==> config.mk <==
export PLATFORM = sky130hd
export DESIGN_NAME = cpu_init_loader
export DESIGN_NICKNAME = d
export VERILOG_FILES = /design/src/rtl/cpu_init_loader.sv
export SDC_FILE = /design/constraint.sdc
export NUM_CORES = 1
export LEC_CHECK = 0
export BUFFER_PORTS_ARGS = -buffer_cell sky130_fd_sc_hd__buf_4
export CORE_ASPECT_RATIO = 1.1
export CORE_MARGIN = 5
export CORE_UTILIZATION = 30
export DETAILED_ROUTE_END_ITERATION = 8
export PLACE_DENSITY = 0.61
export SLEW_MARGIN = 5
export SYNTH_ARGS = -nofsm -noshare
export SYNTH_HDL_FRONTEND = slang
export SYNTH_SLANG_ARGS = --single-unit
==> constraint.sdc <==
create_clock -name clk -period 2.7 [get_ports clk]
set_input_delay 0.54 -clock clk [delete_from_list [all_inputs] [get_ports clk]]
set_output_delay 0.54 -clock clk [all_outputs]
set_load 0.01 [all_outputs]
==> src/rtl/cpu_init_loader.sv <==
`timescale 1ns/1ps
// Boot-time initialiser for the CPU: clears the BTB, BHT and register file,
// then streams host records into them before releasing the CPU to run.
module cpu_init_loader #(
   parameter int          HOLD         = 2,
   parameter logic [1:0]  BHT_INIT_VAL = 2'b01
) (
   input  logic        clk,
   input  logic        rst,
   input  logic        go,
   input  logic        load_valid,
   output logic        load_ready,
   input  logic [1:0]  load_target,
   input  logic [7:0]  load_addr,
   input  logic [39:0] load_data,
   input  logic        load_last,
   input  logic        toss_npu,
   output logic [7:0]  btb_addr,
   output logic [39:0] btb_init,
   output logic        btb_we,
   output logic [7:0]  bht_addr,
   output logic [1:0]  bht_init,
   output logic        bht_we,
   output logic [4:0]  reg_addr,
   output logic [31:0] reg_init,
   output logic        reg_we,
   output logic        start_switch,
   output logic        busy,
   output logic        done,
   output logic        err
);

   typedef enum logic [2:0] {IDLE, CLR_BTB, CLR_BHT, CLR_REG, LOAD, RUN} state_t;

   localparam int HW = (HOLD > 1) ? $clog2(HOLD) : 1;

   state_t        state, next_state;
   logic [HW-1:0] hold;
   logic [7:0]    idx;
   logic          wr_active, wr_last;
   logic [1:0]    wr_target;
   logic [7:0]    wr_addr;
   logic [39:0]   wr_data;
   logic          done_q, err_q;
   logic          hold_last, clr_last, accept, wr_end;

   assign hold_last = (hold == HW'(HOLD - 1));
   assign clr_last  = hold_last && (idx == ((state == CLR_REG) ? 8'd31 : 8'd255));
   assign accept    = (state == LOAD) && !wr_active && load_valid;
   // An invalid record occupies a single idle cycle so load_ready still drops
   assign wr_end    = hold_last || (wr_target == 2'b11);

   always_ff @(posedge clk or negedge rst) begin
      if (!rst) state <= IDLE;
      else      state <= next_state;
   end

   always_comb begin
      next_state = state;
      case (state)
         IDLE:    if (go) next_state = CLR_BTB;
         CLR_BTB: if (clr_last) next_state = CLR_BHT;
         CLR_BHT: if (clr_last) next_state = CLR_REG;
         CLR_REG: if (clr_last) next_state = LOAD;
         LOAD: begin
            if (accept && load_target == 2'b11 && load_last)
               next_state = RUN;
            else if (wr_active && wr_end && wr_last)
               next_state = RUN;
         end
         RUN:     if (toss_npu) next_state = IDLE;
         default: next_state = IDLE;
      endcase
   end

   always_ff @(posedge clk or negedge rst) begin
      if (!rst) begin
         hold      <= '0;
         idx       <= '0;
         wr_active <= 1'b0;
         wr_last   <= 1'b0;
         wr_target <= '0;
         wr_addr   <= '0;
         wr_data   <= '0;
         done_q    <= 1'b0;
         err_q     <= 1'b0;
      end else begin
         done_q <= (state == RUN) && toss_npu;
         case (state)
            IDLE: begin
               if (go) begin
                  hold  <= '0;
                  idx   <= '0;
                  err_q <= 1'b0;
               end
            end
            CLR_BTB, CLR_BHT, CLR_REG: begin
               if (hold_last) begin
                  hold <= '0;
                  idx  <= clr_last ? 8'd0 : idx + 8'd1;
               end else begin
                  hold <= hold + HW'(1);
               end
            end
            LOAD: begin
               if (accept) begin
                  wr_target <= load_target;
                  wr_addr   <= load_addr;
                  wr_data   <= load_data;
                  wr_last   <= load_last;
                  hold      <= '0;
                  wr_active <= !(load_target == 2'b11 && load_last);
                  if (load_target == 2'b11) err_q <= 1'b1;
               end else if (wr_active) begin
                  if (wr_end) begin
                     wr_active <= 1'b0;
                     hold      <= '0;
                  end else begin
                     hold <= hold + HW'(1);
                  end
               end
            end
            default: ;
         endcase
      end
   end

   always_comb begin
      btb_we       = 1'b0;
      btb_addr     = '0;
      btb_init     = '0;
      bht_we       = 1'b0;
      bht_addr     = '0;
      bht_init     = '0;
      reg_we       = 1'b0;
      reg_addr     = '0;
      reg_init     = '0;
      load_ready   = 1'b0;
      start_switch = 1'b0;
      case (state)
         CLR_BTB: begin
            btb_we   = 1'b1;
            btb_addr = idx;
         end
         CLR_BHT: begin
            bht_we   = 1'b1;
            bht_addr = idx;
            bht_init = BHT_INIT_VAL;
         end
         CLR_REG: begin
            reg_we   = 1'b1;
            reg_addr = idx[4:0];
         end
         LOAD: begin
            load_ready = !wr_active;
            if (wr_active) begin
               case (wr_target)
                  2'b00: begin
                     btb_we   = 1'b1;
                     btb_addr = wr_addr;
                     btb_init = wr_data;
                  end
                  2'b01: begin
                     bht_we   = 1'b1;
                     bht_addr = wr_addr;
                     bht_init = wr_data[1:0];
                  end
                  2'b10: begin
                     reg_we   = 1'b1;
                     reg_addr = wr_addr[4:0];
                     reg_init = wr_data[31:0];
                  end
                  default: ;
               endcase
            end
         end
         RUN:     start_switch = 1'b1;
         default: ;
      endcase
   end

   assign busy = (state != IDLE);
   assign done = done_q;
   assign err  = err_q;

endmodule

==> out/results.ini <==
[cells_and_area]
postLayoutCoreUtil_pct = 44.42
drive_gt1_share_pct = 50.61
syn_to_final_growth_pct = 47.05
regArea_mm2 = 0.001653
final.fill_count = 1167
layout.cells.non_filler = 642
multiInputGateArea_mm2 = 0.001815
n_antenna_cell = 0
nets = 540

[routing]
drt_iter0_markers = 139
totalWireLength_um = 10650
detail-route-antenna-nets = 0
drc = 0
avgRoutedWirePerCell_um = 16.59
drt-pass1-iter-count = 4
vias = 3142
viasPerCell = 4.894

[synthesis]
syn-cell-area_mm2 = 0.003587
yosys_warnings = 0
yosys.area.top_type = dfrtp_1
synth_flop_cell = dfrtp_1
synth_top_area_share_pct = 46.04
synth-async-reset-ratio_pct = 100.0
postSynthNetCount = 388
ys_seq_area_share_pct = 46.04
synth_cells = 331
yosys_register_bits = 66
yosys-top-cells-area = dfrtp_1, mux2_2, and2_1
yosysUniqueCellTypes = 46
avgSynthCellArea_um2 = 10.84
synth_edf_count = 0

[clock_tree]
cts_buffer_depth = 2
cts_sinks = 66
numCtsBuffers = 9
tritoncts = yes
postCtsSetupBuffers = 0
cts_root_buffer = clkbuf_16
clk_latency_ns = 0.33
clkTransAtPathRegs_ns = 0.06
ctsResizeCount = 0
htree_levels = 3
ctsHoldBuffers = 0

[power]
p_leak_nw = 2.870
clkPwrFrac_pct = 54.8
ir_drop_mv = 0.2820
comb_power_share_pct = 3.5
cellPowerDensity_mw_per_mm2 = 450.2
pwr-share-seq_pct = 41.7
p_sw_share_pct = 19.84
p_int_w = 0.001904
switchingPower_w = 0.0004711

[timing]
final_hold_viol_count = 0
finalSetupViolCount = 0
setup_tns_ns = 0
rsz0062_at_grt = no
worst_pin_slew_ns = 0.8614
finalCriticalPeriod_ns = 2.473
max_freq_ghz = 0.4044
timing.slew.headroom_pct = 42.58
slew_violations = 0
skew_ns = 0.004819
period_share_pct = 91.59

[grt]
grt_usage_pct = 14.94
overflow = 0
grt_pass1_vias = 3246
grt_max_degree = 67
grt_pass1_wl_um = 17040
antenna_found_initial = 0

[critical_path]
cpPeakStageDelay_ns = 0.46
critPathBufInv = 1
worstPathCellList = nand4bb_1, nor2_2, and2_0, a22o_1, buf_4
r2r-end = idx[0]
worstSetupPathType = flop to output pin
r2r-start = state[2]
cp_data_arrival_time_ns = 1.93
endpoint_kind = output pin
cp-startpoint = wr_active
cp_num_cells = 5
r2r_setup_slack_ns = 0.67
crit_fanout = 8
r2r_cells = 4
crit_end = reg_addr[1]
start_kind = flop
crit_required_ns = 2.16
critical_path.top_delay_family = simple AND/OR/NAND/NOR gates
cp_slowest_cell = dfrtp_1

[placement]
routabilityCongestion = 0.8236
io_buffers = 158
hpwlAfterDp_um = 7778
dp_cells = 626

[status]
status = finished clean

[floorplanning]
die_w_um = 114.3
core-area_mm2 = 0.01188
rows = 42
die_h_um = 124.7
num_io_pins = 159
initial_core_util_pct = 30.20
die-area_mm2 = 0.01425

[hold_path]
min_path_type = input pin to async pin

[flow_run]
maxCapViolCount = 0

[power by group through the flow]
stage	registers [W]	logic, W	clock network [W]
3_3_place_gp	0.00101	0.0000850	0
5_1_grt	0.000989	0.0000940	0.00140
4_1_cts	0.000989	0.0000863	0.00134
2_1_floorplan	0.00101	0.00000230	0
6_report	0.000989	0.0000833	0.00130
3_5_place_dp	0.00101	0.0000866	0
[synth_stat cells (2+ instances only)]
master and n:
a21o_1 3, a21oi_1 5, a22o_1 22, a31oi_1 2, and2_1 42, and3_1 35
buf_2 9, clkbuf_1 18, dfrtp_1 66, inv_1 2, mux2_2 52, nand2_1 9
nand3_1 8, nand3b_1 2, nand4b_1 2, nor2_1 6, nor2b_1 2, nor3_1 5
nor3b_1 2, o211ai_1 3, o21ai_0 6, or2_2 4, or3_1 2, or4_1 2
[layout make-up]
class / count / share of cell area (%)
Clock buffer: 11 / 4.791
Clock inverter: 5 / 1.613
Inverter: 2 / 0.1423
Multi-Input combinational cell: 235 / 34.42
Sequential cell: 66 / 31.33
Tap cell: 154 / 3.653
Timing Repair Buffer: 169 / 24.05
[layout by cell type (no fill, tap or decap), drive strengths merged, types with 4 or more instances in the layout]
cell type,instances
mux2,52
a22o,22
or2,4
and3,35
o21ai,7
dfrtp,66
clkbuf,11
nor3,5
nand2,9
a21oi,5
nand3,8
buf,169
and2,43
nor2,6
[layer usage]
metal / vias to the layer above / track usage (%) / part of all wire, %
met4: 0 / 3.843 / 0.77
met5: - / 0 / 0
li1: 1502 / - / -
met2: 108 / 25.43 / 51
met3: 6 / 4.665 / 6.5
met1: 1526 / 18.16 / 42
[worst reg2reg max path, delay by kind of cell, from the launching register on]
kind               cells  cell delay, ns
DFF                    1            0.48
AOI/OAI and AO/OA      2            0.53
muxes                  1            0.41
and+or+nand+nor        1            0.48
[logic make-up after synthesis]
kind of cell	Yosys count	synth area share (%)
mux	53	16.60
xor+xnor	1	0.2442
simple gates	130	22.11
fa+ha+maj	1	0.3487
flops	66	46.04
buf+inv	30	3.558
compound gates	50	11.09
[through the flow]
step	instance area (um2)	worst slack, ns	total power [W]	hold WS, ns
after floorplan	3587	0.5245	0.001010	0.2444
after global placement	4936	0.5504	0.001092	0.4805
after detailed placement	4936	0.4706	0.001094	0.4873
after CTS	5274	0.1119	0.002416	0.3679
after global routing	5275	0.07577	0.002478	0.4034
final	5275	0.2272	0.002375	0.3259
[state kept, by name, summed over array words and instances (netlist names)]
| signal | cells |
|---|---|
| wr_target | 2 |
| idx | 8 |
| wr_data | 40 |
| err | 1 |
| hold | 1 |
| wr_active | 1 |
| wr_addr | 8 |
| done | 1 |
| wr_last | 1 |
| state | 3 |
[worst min path at each step]
stage	cells after the start	endpoint
3_5_place_dp	1	wr_data[39]
6_report	1	wr_addr[1]
3_3_place_gp	1	wr_data[39]
5_1_grt	1	wr_addr[1]
4_1_cts	1	wr_addr[4]
2_1_floorplan	0	done
Note: power is estimated with default switching activity, not from simulation.
